$ cat src/rtl/tri_debounce_pkg.sv
// Shared constants and types for the three-channel input debouncer.
package tri_debounce_pkg;

  localparam int NCH               = 3;
  localparam int CNT_W_DEF         = 16;
  localparam int STABLE_CYCLES_DEF = 50000;

  typedef logic [NCH-1:0] chan_vec_t;

endpackage

$ cat src/rtl/debounce_chan.sv
// One debounce channel: 2-flop synchroniser followed by a stability counter
// that commits a new output level after STABLE_CYCLES consecutive disagreements.
module debounce_chan
  import tri_debounce_pkg::*;
#(
  parameter int   CNT_W         = CNT_W_DEF,
  parameter int   STABLE_CYCLES = STABLE_CYCLES_DEF,
  parameter logic RESET_VAL     = 1'b0
) (
  input  logic CLK,
  input  logic RST,
  input  logic raw_in,
  output logic out,
  output logic chg
);

  localparam logic [CNT_W-1:0] TERM_CNT = CNT_W'(STABLE_CYCLES - 1);

  logic             sync1_q, sync1_d;
  logic             sync2_q, sync2_d;
  logic             out_q, out_d;
  logic             chg_q, chg_d;
  logic [CNT_W-1:0] cnt_q, cnt_d;

  // Counter only runs while the synchronised input disagrees with the output;
  // any agreement (including a glitch returning) discards accumulated progress.
  always_comb begin
    sync1_d = raw_in;
    sync2_d = sync1_q;
    out_d   = out_q;
    chg_d   = 1'b0;
    cnt_d   = '0;
    if (sync2_q != out_q) begin
      if (cnt_q == TERM_CNT) begin
        out_d = sync2_q;
        chg_d = 1'b1;
      end else begin
        cnt_d = cnt_q + CNT_W'(1);
      end
    end
  end

  always_ff @(posedge CLK) begin
    if (RST) begin
      sync1_q <= RESET_VAL;
      sync2_q <= RESET_VAL;
      out_q   <= RESET_VAL;
      chg_q   <= 1'b0;
      cnt_q   <= '0;
    end else begin
      sync1_q <= sync1_d;
      sync2_q <= sync2_d;
      out_q   <= out_d;
      chg_q   <= chg_d;
      cnt_q   <= cnt_d;
    end
  end

  assign out = out_q;
  assign chg = chg_q;

endmodule

$ cat src/rtl/tri_input_debouncer.sv
// Three independent debounce channels feeding clean A/B/C plus change strobes.
// Define TRI_DEBOUNCE_EDGE_EN to add the RISE/FALL edge-strobe ports.
module tri_input_debouncer
  import tri_debounce_pkg::*;
#(
  parameter int        CNT_W         = CNT_W_DEF,
  parameter int        STABLE_CYCLES = STABLE_CYCLES_DEF,
  parameter chan_vec_t RESET_VAL     = '0
) (
  input  logic      CLK,
  input  logic      RST,
  input  chan_vec_t RAW,
  output logic      A,
  output logic      B,
  output logic      C,
  output chan_vec_t CHG
`ifdef TRI_DEBOUNCE_EDGE_EN
  ,
  output chan_vec_t RISE,
  output chan_vec_t FALL
`endif
);

  chan_vec_t out_vec;
  chan_vec_t chg_vec;

  for (genvar i = 0; i < NCH; i++) begin : g_chan
    debounce_chan #(
      .CNT_W         (CNT_W),
      .STABLE_CYCLES (STABLE_CYCLES),
      .RESET_VAL     (RESET_VAL[i])
    ) u_chan (
      .CLK    (CLK),
      .RST    (RST),
      .raw_in (RAW[i]),
      .out    (out_vec[i]),
      .chg    (chg_vec[i])
    );
  end

  assign A   = out_vec[0];
  assign B   = out_vec[1];
  assign C   = out_vec[2];
  assign CHG = chg_vec;

`ifdef TRI_DEBOUNCE_EDGE_EN
  // Built only from channel flops, so edges line up with CHG and carry no RAW path.
  assign RISE = chg_vec & out_vec;
  assign FALL = chg_vec & ~out_vec;
`endif

endmodule

$ cat config.mk
export PLATFORM = sky130hd
export DESIGN_NAME = tri_input_debouncer
export DESIGN_NICKNAME = d
export VERILOG_FILES = /design/src/rtl/tri_debounce_pkg.sv /design/src/rtl/debounce_chan.sv /design/src/rtl/tri_input_debouncer.sv
export SDC_FILE = /design/constraint.sdc
export NUM_CORES = 1
export LEC_CHECK = 0
export ABC_AREA = 1
export CORE_AREA = 2 2 89 100
export CTS_CLUSTER_SIZE = 25
export DETAILED_ROUTE_END_ITERATION = 6
export DIE_AREA = 0 0 91 102
export HOLD_SLACK_MARGIN = 0.1
export PLACE_DENSITY = 0.57
export SLEW_MARGIN = 40
export SYNTH_ARGS = -nofsm -noshare
export SYNTH_HDL_FRONTEND = slang
export SYNTH_SLANG_ARGS = --single-unit
$ cat constraint.sdc
create_clock -name CLK -period 1.3 [get_ports CLK]
set_input_delay 0.26 -clock CLK [delete_from_list [all_inputs] [get_ports CLK]]
set_output_delay 0.26 -clock CLK [all_outputs]
set_load 0.005 [all_outputs]
==> results.ini, run 1 <==
[global_route]
grt_pass1_vias=2321
overflow=0
grt_pass1_wl_um=9840
antenna_found_initial=0
grt_max_degree=17
grtUsageTotal_pct=13.1

[timing]
max_freq_mhz=806
maxSlewViolCount=0
relSlewSlack_pct=70.8
setup_viol_count_final=0
whs_ps=404
hold_viol_final=0
period_minus_slack_ps=1240
fin_skew_ps=9.25
worst_pin_slew_ps=438
rsz0062_at_grt=yes
period_share_pct=95.4

[synthesis]
muxShareOfSynthArea_pct=0
synth_adder_area_share_pct=1.33
yosysSeqAreaShare_pct=42.5
synth-compound-area-share_pct=4.83
syn_area_per_cell_um2=7.02
syn-num-nets=410
yosys.cell_types.count=24
synth-xor-area-share_pct=6.20
netlist_area_um2=2820
ys_seq_elements=60
ys_warn_count=0
synth_top_family_by_area=simple AND/OR/NAND/NOR gates
synth-simple-area-share_pct=37.4
synthCells=402

[route]
vias=2604
via_per_inst=4.54
drt_first_pass_iters=4
ant_nets=0
routed_wl_um=6090
drc=0
drtIter0Drc=107
wire_per_inst_um=10.6

[place]
port_buffers=10
hpwl_um=4130
post_dp_cell_area_um2=3260
gp_congestion=0.858
dp_cells=551

[floorplanning]
die_w_um=91
placementRows=35
ioPinCount=11
dieArea_um2=9280
die_y_um=102
start_util_pct=34.3
core_area_um2=8230

[cells_and_area]
multi_input_area_um2=1580
seq_area_um2=1220
drive_above_1_share_pct=23.5
utilization_pct=45.3
area_delta_synth_final_pct=32.0
stdcell_area_um2=3730
fin_cells=574
nets=466
n_antenna_cell=0
nFillCells=876

[cts]
clkSlewWorstSetupHoldPaths_ps=70
cts_buffer_depth=2
insertion_delay_ps=330
cts_root_buf=clkbuf_8
cts_sinks=60
cts_tree=built
cts_inserted_buffers=9
h-tree-depth=3

[status]
status=complete, no violations

[power]
total_power_uw=4030
p_per_area_nw_per_um2=1080
p_leak_uw=0.00126
peakVddDrop_uv=865

[setup_path]
reg2reg_from=g_chan[2].u_chan.cnt_q[1]
critPathKind=reg2reg
critical_path_arrival_ps=1460
cp-startpoint=g_chan[2].u_chan.cnt_q[1]
cp_data_required_time_ps=1520
path_max_fanout=3
start_kind=flip-flop
end_kind=flip-flop

[worst_hold_path]
hold_start=g_chan[0].u_chan.sync1_q
hold_path_class=reg2reg

[job]
drv_cap=0

[through the flow]
step / setup WS (ps) / TNS [ps]
after floorplan: 1.75 / 0
after CTS: -28.1 / -28.1
after detailed placement: -269 / -8310
after global routing: -33.3 / -276
final: 59.6 / 0
after global placement: -239 / -8190
[cells by family (layout without fill, tap and decap cells)]
family / Yosys count / in the layout
and+or+nand+nor: 244 / 247
DFF: 60 / 60
AOI/OAI and AO/OA: 26 / 26
buffers and inverters: 49 / 107
adders and majority gates: 3 / 3
xor gates and xnor gates: 20 / 20
[routing by layer]
metal / share of wire (%) / vias to the layer above / track usage (%)
li1: - / 1390 / -
met1: 49 / 1172 / 15.7
met2: 47 / 34 / 21.2
met3: 3.2 / 8 / 3.98
met4: 1.2 / 0 / 7.23
met5: 0 / - / 0
[state kept, by name (all words and copies together), names as in the netlist]
name,cells
g_chan.u_chan.cnt_q,48
g_chan.u_chan.chg,3
g_chan.u_chan.out,3
g_chan.u_chan.sync1_q,3
g_chan.u_chan.sync2_q,3
[final cells by class]
type                            count  area share (%)
Clock inverter                      4            2.55
Sequential cell                    60            32.7
Timing Repair Buffer               48            10.1
Clock buffer                       12            4.16
Tap cell                          111            3.73
Inverter                           43            4.33
Multi-Input combinational cell    296            42.4
[final timing paths]
path	endpoint	slack, ps	cells past startpoint
worst max register to register	g_chan[2].u_chan.cnt_q[8]	60	7
worst min register to register	g_chan[0].u_chan.sync2_q	400	2
worst min-delay path	g_chan[0].u_chan.sync2_q	400	2
worst max-delay path	g_chan[2].u_chan.cnt_q[8]	60	7
[cell usage in the layout (no fill, tap or decap), types with 4 or more instances in the layout]
cell	n
xnor2_1	8
a21oi_1	19
xor2_1	12
clkdlybuf4s50_1	4
clkbuf_8	11
nor2_1	83
dlygate4sd2_1	6
buf_4	38
dfxtp_1	49
nand2_2	8
nand4_1	13
inv_1	40
nor2_2	14
nand3_1	23
nand2_1	82
dfxtp_2	10
[synthesized netlist by cell type]
cell	count	area [um^2]
inv_2	2	7.51
nor2_1	94	353
a31oi_1	1	6.26
a21oi_1	19	95.1
nand3b_1	3	22.5
dfxtp_1	60	1200
nand4_1	13	81.3
nand2_2	3	18.8
xor2_1	12	105
o21bai_1	2	15.0
nand3_1	26	130
nor3_1	4	20.0
xnor2_1	8	70.1
buf_6	3	33.8
o21ai_0	4	20.0
nor2_2	6	37.5
buf_4	3	22.5
or2_2	3	18.8
ha_1	3	37.5
inv_1	41	154
nand2_1	87	327
or2_0	1	6.26
nand3_2	3	30.0
nand2_4	1	11.3
[critical path, stage by stage, from the launching register on]
cell	delay [ps]
dfxtp_1	330
ha_2	200
nand3_2	90
nor2_2	140
nand2_2	120
buf_4	160
nand3_1	60
nor2_1	40
[what timing repair did]
item	CTS	global route
buffers inserted	2	2
endpoints found under the hold margin	0	0
pin swaps	3	8
gates cloned	1	2
hold buffers	0	0
gates resized for setup	16	38
setup endpoints to repair	37	52
[report_power, final]
| group | internal (uW) | leakage (uW) | switching, uW |
|---|---|---|---|
| sequential | 1850 | 0.000490 | 6.24 |
| combinational | 37.6 | 0.000645 | 41.3 |
| clock | 1380 | 0.000127 | 722 |
| total | 3260 | 0.00126 | 769 |
(Power assumes the default switching activity.)
==> run 2: changes to the inputs <==
- SETUP_SLACK_MARGIN: not set -> 0.3
- clock period: 1.3 -> 1 ns (I/O delays scaled with it)
==> run 2 against run 1 <==
Net effect:
- non-clock buffer count increased by 65
- global-route usage is 3.1 points higher
- highest routed layer unchanged
- largest power group is now sequential cells
- utilization up 9.7 points
- worst hold slack got worse by 170 ps
- the run now ends with setup timing left
- routed wire length is 15% higher
- clock skew increased by 3.4 ps
==> results.ini, run 2 (same netlist as run 1, synthesis figures left out) <==
[cells_and_area]
drive_above_1_share_pct=45.4  ; was 23.5%
mostFrequentLayoutCells=93 x buf_4, 78 x nand2_1, 64 x nor2_1  ; was 83 x nor2_1, 82 x nand2_1, 49 x dfxtp_1
utilization_pct=55.0  ; was 45.3%
layout_commonest_cell=buf_4  ; was nor2_1
n_antenna_cell=0  ; unchanged
largest_register_ffs=48  ; unchanged
regMostFlops=g_chan.u_chan.cnt_q  ; unchanged
area_delta_synth_final_pct=60.4  ; was 32.0%
nets=530  ; was 466
nFillCells=793  ; was 876

[floorplanning]
die_w_um=91  ; unchanged
ioPinCount=11  ; unchanged
dieArea_um2=9280  ; unchanged
die_y_um=102  ; unchanged
start_util_pct=34.3  ; unchanged
core_area_um2=8230  ; unchanged
placementRows=35  ; unchanged

[global_route]
grt_pass1_vias=2851  ; was 2321
grtUsageTotal_pct=16.2  ; was 13.1%
overflow=0  ; unchanged
antenna_found_initial=0  ; unchanged
grt_pass1_wl_um=12000  ; was 9840 um
grt_max_degree=16  ; was 17

[place]
hpwl_um=4700  ; was 4130 um
dp_slack_ps=-516  ; was -269 ps
port_buffers=10  ; unchanged
gp_congestion=0.871  ; was 0.858

[cts]
cts_root_buf=clkbuf_8  ; unchanged
cts_hold_buf=0  ; unchanged
cts_tree=built  ; unchanged
cts_sinks=60  ; unchanged
h-tree-depth=3  ; unchanged
insertion_delay_ps=340  ; was 330 ps
cts_inserted_buffers=9  ; unchanged
clkSlewWorstSetupHoldPaths_ps=60  ; was 70 ps
cts_buffer_depth=2  ; unchanged

[setup_path]
path_common_cell=nand3_4
cp_data_required_time_ps=1230  ; was 1520 ps
path_buf_inv=0  ; was 1
crit_path_max_incr_delay_ps=370  ; was 330 ps
critPathSlowestCell=dfxtp_4  ; was dfxtp_1
worst-r2r-setup-slack_ps=-200  ; was 60 ps
critical_path_arrival_ps=1430  ; was 1460 ps
path_max_fanout=8  ; was 3
reg2reg_from=g_chan[0].u_chan.cnt_q[0]  ; was g_chan[2].u_chan.cnt_q[1]
reg2reg_to=g_chan[0].u_chan.cnt_q[6]  ; was g_chan[2].u_chan.cnt_q[8]
reg2regPathDepth=6  ; was 7
crit_chain=ha_4 -> nand3_4 -> nor2_4 -> nand3_4 -> nand2_8 -> nor2_1  ; was ha_2 -> nand3_2 -> nor2_2 -> nand2_2 -> buf_4 -> nand3_1 -> nor2_1
critPathKind=reg2reg  ; unchanged
critPathTopFamily=simple AND/OR/NAND/NOR gates  ; unchanged
start_kind=flip-flop  ; unchanged
end_kind=flip-flop  ; unchanged

[route]
drc=0  ; unchanged
drt_first_pass_iters=4  ; unchanged
via_per_inst=4.55  ; was 4.54
vias=2903  ; was 2604
routed_wl_um=6990  ; was 6090 um
wire_per_inst_um=10.9  ; was 10.6 um
drtIter0Drc=102  ; was 107
ant_nets=0  ; unchanged

[timing]
whs_ps=236  ; was 404 ps
period_share_pct=120  ; was 95.4%
setup_viol_count_final=55  ; was 0
setup_slack_ps=-203  ; was 59.6 ps
period_minus_slack_ps=1200  ; was 1240 ps
worst_pin_slew_ps=298  ; was 438 ps
relSlewSlack_pct=80.1  ; was 70.8%
hold_viol_final=0  ; unchanged
fin_skew_ps=12.7  ; was 9.25 ps
max_freq_mhz=831  ; was 806 MHz
maxSlewViolCount=0  ; unchanged
rsz0062_at_grt=yes  ; unchanged

[worst_hold_path]
min_to=g_chan[1].u_chan.sync1_q  ; was g_chan[0].u_chan.sync2_q
hold_path_class=in2reg  ; was reg2reg
min_path_cells=3  ; was 2
hold_start=RST  ; was g_chan[0].u_chan.sync1_q

[status]
violations=setup timing
status=finished with violations  ; was complete, no violations

[power]
p_per_area_nw_per_um2=1050  ; was 1080 nW/um^2
p_leak_uw=0.00163  ; was 0.00126 uW
total_power_uw=4760  ; was 4030 uW
peakVddDrop_uv=737  ; was 865 uV

[job]
drv_cap=0  ; unchanged

## run 2: changes by cell type in the layout (fill, tap and decap cells not counted), moves of 6 or more
| cell | delta |
|---|---|
| buf_4 | +55 |
| nor2_1 | -19 |
| a21oi_1 | -13 |
| a21oi_2 | +13 |
| buf_6 | +13 |
| dfxtp_1 | -13 |
| dfxtp_2 | +10 |
| nor2_4 | +10 |
| nor2_2 | +9 |
| dlygate4sd2_1 | -6 |
## run 2: layout make-up
cell class                      instances  area, um^2  share of cell area, %
Multi-Input combinational cell        295        1870                   41.2
Clock inverter                          4        47.5                   1.05
Tap cell                              111         139                   3.07
Timing Repair Buffer                  113         917                   20.2
Sequential cell                        60        1240                   27.4
Clock buffer                           12         155                   3.43
Inverter                               43         161                   3.56
## run 2: how the worst max path moves through the flow
stage,start,to,cells after the start,slack (ps)
after global placement,RST,g_chan[2].u_chan.cnt_q[14],6,-470
after detailed placement,RST,g_chan[2].u_chan.cnt_q[14],6,-520
final,g_chan[0].u_chan.cnt_q[0],g_chan[0].u_chan.cnt_q[6],6,-200
after CTS,g_chan[2].u_chan.cnt_q[1],g_chan[2].u_chan.cnt_q[8],7,-210
after global routing,g_chan[1].u_chan.cnt_q[0],g_chan[1].u_chan.cnt_q[11],6,-280
after floorplan,g_chan[1].u_chan.cnt_q[1],g_chan[1].u_chan.cnt_q[2],7,-190
## run 2: worst register-to-register path, stage by stage, from the launching register on
cell,delay (ps)
dfxtp_4,370
ha_4,140
nand3_4,100
nor2_4,140
nand3_4,160
nand2_8,150
nor2_1,50
## run 2: stage by stage
stage	std cells	instance area, um^2	setup TNS, ps
after detailed placement	608	3800	-22950
after floorplan	402	2940	-6700
after global placement	608	3800	-21790
after global routing	638	4530	-13470
after CTS	635	4320	-9180
final	638	4530	-9690
## run 2: report_power, final
part | total [uW] | switching, uW | internal, uW
Sequential | 2400 | 9.04 | 2390
Clock | 2220 | 945 | 1280
Combinational | 136 | 72.8 | 62.8
Total | 4760 | 1030 | 3740
## run 2: metal layers
metal / GRT usage, % / wire, um / vias up
met2: 29.1 / 3520 / 35
met1: 18.3 / 3120 / 1342
met4: 7.34 / 157 / 0
li1: - / - / 1509
met3: 3.98 / 189 / 17
met5: 0 / 0 / -
## run 2: repair_timing
item	in CTS	in global routing
pin swaps	20	16
setup endpoints to repair	60	65
gates cloned	2	0
gates resized for setup	91	51
setup buffers	9	3
==> run 3: changes to the inputs <==
- CORE_AREA: 2 2 89 100 -> 2 2 72 81
- DIE_AREA: 0 0 91 102 -> 0 0 74 83
- PLACE_DENSITY: 0.57 -> 0.79
- SLEW_MARGIN: 40 -> 0
==> run 3 against run 2 <==
Net effect:
- the run still ends with setup timing left
- clock power shrank 5%
- global-route usage up 12 points
- worst hold slack improved by 130 ps
- sequential power about the same
- flip-flop and latch count did not move
- total power shrank 1.8%
- combinational power grew 20%
- non-clock buffer count increased by 1
- clock skew fell by 3.3 ps
- worst setup slack worse by 230 ps
- critical path type unchanged
- die area down 34%
- largest power group unchanged
- register-to-register slack lost 230 ps
==> results.ini, run 3 (same netlist as run 1, synthesis figures left out) <==
[status]
status=finished with violations  ; unchanged
violations=setup timing  ; unchanged

[place]
port_buffers=10  ; unchanged
hpwl_um=4700  ; about the same
gp_congestion=0.879  ; was 0.871

[cts]
cts_hold_buf=0  ; unchanged
cts_root_buf=clkbuf_8  ; unchanged
insertion_delay_ps=340  ; about the same
cts_sinks=60  ; unchanged
cts_tree=built  ; unchanged
cts_inserted_buffers=9  ; unchanged
cts_buffer_depth=2  ; unchanged
clkSlewWorstSetupHoldPaths_ps=70  ; was 60 ps
h-tree-depth=3  ; unchanged

[setup_path]
end_kind=flip-flop  ; unchanged
path_buf_inv=1  ; was 0
crit_path_end=g_chan[2].u_chan.cnt_q[14]  ; was g_chan[0].u_chan.cnt_q[6]
start_kind=flip-flop  ; unchanged
critPathTopFamily=simple AND/OR/NAND/NOR gates  ; unchanged
cp-startpoint=g_chan[2].u_chan.cnt_q[8]  ; was g_chan[0].u_chan.cnt_q[0]
critPathKind=reg2reg  ; unchanged
reg2regPathDepth=6  ; unchanged
critical_path_arrival_ps=1670  ; was 1430 ps
path_common_cell=nand2_1  ; was nand3_4
reg2reg_from=g_chan[2].u_chan.cnt_q[8]  ; was g_chan[0].u_chan.cnt_q[0]
crit_path_max_incr_delay_ps=470  ; was 370 ps
critPathSlowestCell=dfxtp_1  ; was dfxtp_4
worst-r2r-setup-slack_ps=-430  ; was -200 ps
crit_chain=nand2_1 -> nor2_2 -> buf_4 -> nand3_1 -> nand2_1 -> a21oi_2  ; was ha_4 -> nand3_4 -> nor2_4 -> nand3_4 -> nand2_8 -> nor2_1
reg2reg_to=g_chan[2].u_chan.cnt_q[14]  ; was g_chan[0].u_chan.cnt_q[6]
cp_data_required_time_ps=1240  ; was 1230 ps
path_max_fanout=4  ; was 8
critical_path_depth=6  ; unchanged

[power]
p_per_area_nw_per_um2=998  ; was 1050 nW/um^2
p_leak_uw=0.00168  ; was 0.00163 uW
peakVddDrop_uv=1270  ; was 737 uV

[cells_and_area]
multi_input_area_um2=2080  ; was 1870 um^2
nets=532  ; was 530
layout_commonest_cell=buf_4  ; unchanged
nFillCells=212  ; was 793
area_delta_synth_final_pct=66.0  ; was 60.4%
n_antenna_cell=0  ; unchanged
largest_register_ffs=48  ; unchanged
drive_above_1_share_pct=54.2  ; was 45.4%
regMostFlops=g_chan.u_chan.cnt_q  ; unchanged
seq_area_um2=1260  ; was 1240 um^2
mostFrequentLayoutCells=93 x buf_4, 72 x nand2_1, 45 x nor2_1  ; was 93 x buf_4, 78 x nand2_1, 64 x nor2_1

[route]
wire_per_inst_um=19.2  ; was 10.9 um
drc=0  ; unchanged
via_per_inst=5.86  ; was 4.55
vias=3532  ; was 2903
ant_nets=0  ; unchanged
routed_wl_um=11600  ; was 6990 um
drtIter0Drc=591  ; was 102
drt_first_pass_iters=7  ; was 4

[job]
drv_cap=0  ; unchanged

[timing]
whs_ps=371  ; was 236 ps
hold_viol_final=0  ; unchanged
period_minus_slack_ps=1430  ; was 1200 ps
period_share_pct=143  ; was 120%
rsz0062_at_grt=yes  ; unchanged
setup_viol_count_final=56  ; was 55
tns_ps=-15500  ; was -9690 ps
worst_pin_slew_ps=274  ; was 298 ps
max_freq_mhz=699  ; was 831 MHz
setup_slack_ps=-430  ; was -203 ps
maxSlewViolCount=0  ; unchanged
fin_skew_ps=9.32  ; was 12.7 ps
relSlewSlack_pct=81.6  ; was 80.1%

[global_route]
grt_pass1_vias=3071  ; was 2851
antenna_found_initial=0  ; unchanged
grtUsageTotal_pct=28.4  ; was 16.2%
grt_pass1_wl_um=13500  ; was 12000 um
grt_max_degree=10  ; was 16
overflow=0  ; unchanged

[floorplanning]
start_util_pct=53.4  ; was 34.3%
dieArea_um2=6140  ; was 9280 um^2
core_area_um2=5290  ; was 8230 um^2
die_y_um=83  ; was 102 um
ioPinCount=11  ; unchanged
placementRows=28  ; was 35
die_w_um=74  ; was 91 um

[worst_hold_path]
hold_path_class=in2reg  ; unchanged

==> run 3: changes by cell type in the layout (fill, tap and decap cells not counted), sizes merged <==
cell,before,now
bufinv,1,0
nand2,93,94
clkbuf,12,14
clkinv,2,1
clkinvlp,1,0
dlymetal6s2s,1,0
buf,109,110
clkdlybuf4s50,3,4
==> run 3: final cells by class <==
cell class / count / area share, %
Multi-Input combinational cell: 296 / 44.5
Sequential cell: 60 / 26.8
Timing Repair Buffer: 114 / 19.2
Clock buffer: 14 / 3.90
Inverter: 43 / 3.50
Tap cell: 75 / 2.00
Clock inverter: 1 / 0.107
==> run 3: worst min-delay path by stage <==
stage | startpoint | end | slack (ps) | depth (start not counted)
2_1_floorplan | RST | g_chan[0].u_chan.sync1_q | 270 | 1
3_5_place_dp | g_chan[1].u_chan.sync1_q | g_chan[1].u_chan.sync2_q | 400 | 2
4_1_cts | RAW[2] | g_chan[2].u_chan.sync1_q | 370 | 3
5_1_grt | RAW[2] | g_chan[2].u_chan.sync1_q | 410 | 3
3_3_place_gp | g_chan[1].u_chan.sync1_q | g_chan[1].u_chan.sync2_q | 390 | 2
6_report | RAW[2] | g_chan[2].u_chan.sync1_q | 370 | 3
==> run 3: worst reg2reg max path, cell delays in order (launching register included) <==
cell	delay (ps)
dfxtp_1	470
nand2_1	160
nor2_2	240
buf_4	160
nand3_1	100
nand2_1	110
a21oi_2	70
==> run 3: timing repair <==
item / CTS / global route
endpoints found under the setup margin: 60 / 60
gates resized for setup: 88 / 117
cloned: 3 / 0
setup buffers: 7 / 13
pin swaps: 18 / 29
==> run 3: power by group <==
group,leakage [uW],internal [uW],switching (uW)
registers,0.000504,2390,11.5
clock network,0.0000986,1150,957
logic,0.00108,68.4,94.5
total,0.00168,3610,1060
==> run 3: routing by layer <==
| metal | part of all wire [%] | global-route usage (%) | vias up |
|---|---|---|---|
| li1 | - | - | 1519 |
| met1 | 36 | 31.9 | 1629 |
| met2 | 50 | 49.3 | 286 |
| met3 | 7.7 | 4.73 | 98 |
| met4 | 6.3 | 15.9 | 0 |
| met5 | 0 | 0 | - |
==> run 3: metrics by stage <==
stage               power [uW]  instances  utilization, %  setup slack [ps]  instance area, um^2
floorplan                 2510        402               -              -189                 2940
global placement          2550        565            70.1              -443                 3710
detailed placement        2560        565            70.1              -536                 3710
CTS                       4610        590            78.6              -201                 4160
global route              4790        603            88.6              -441                 4690
finish                    4680        603            88.6              -430                 4690
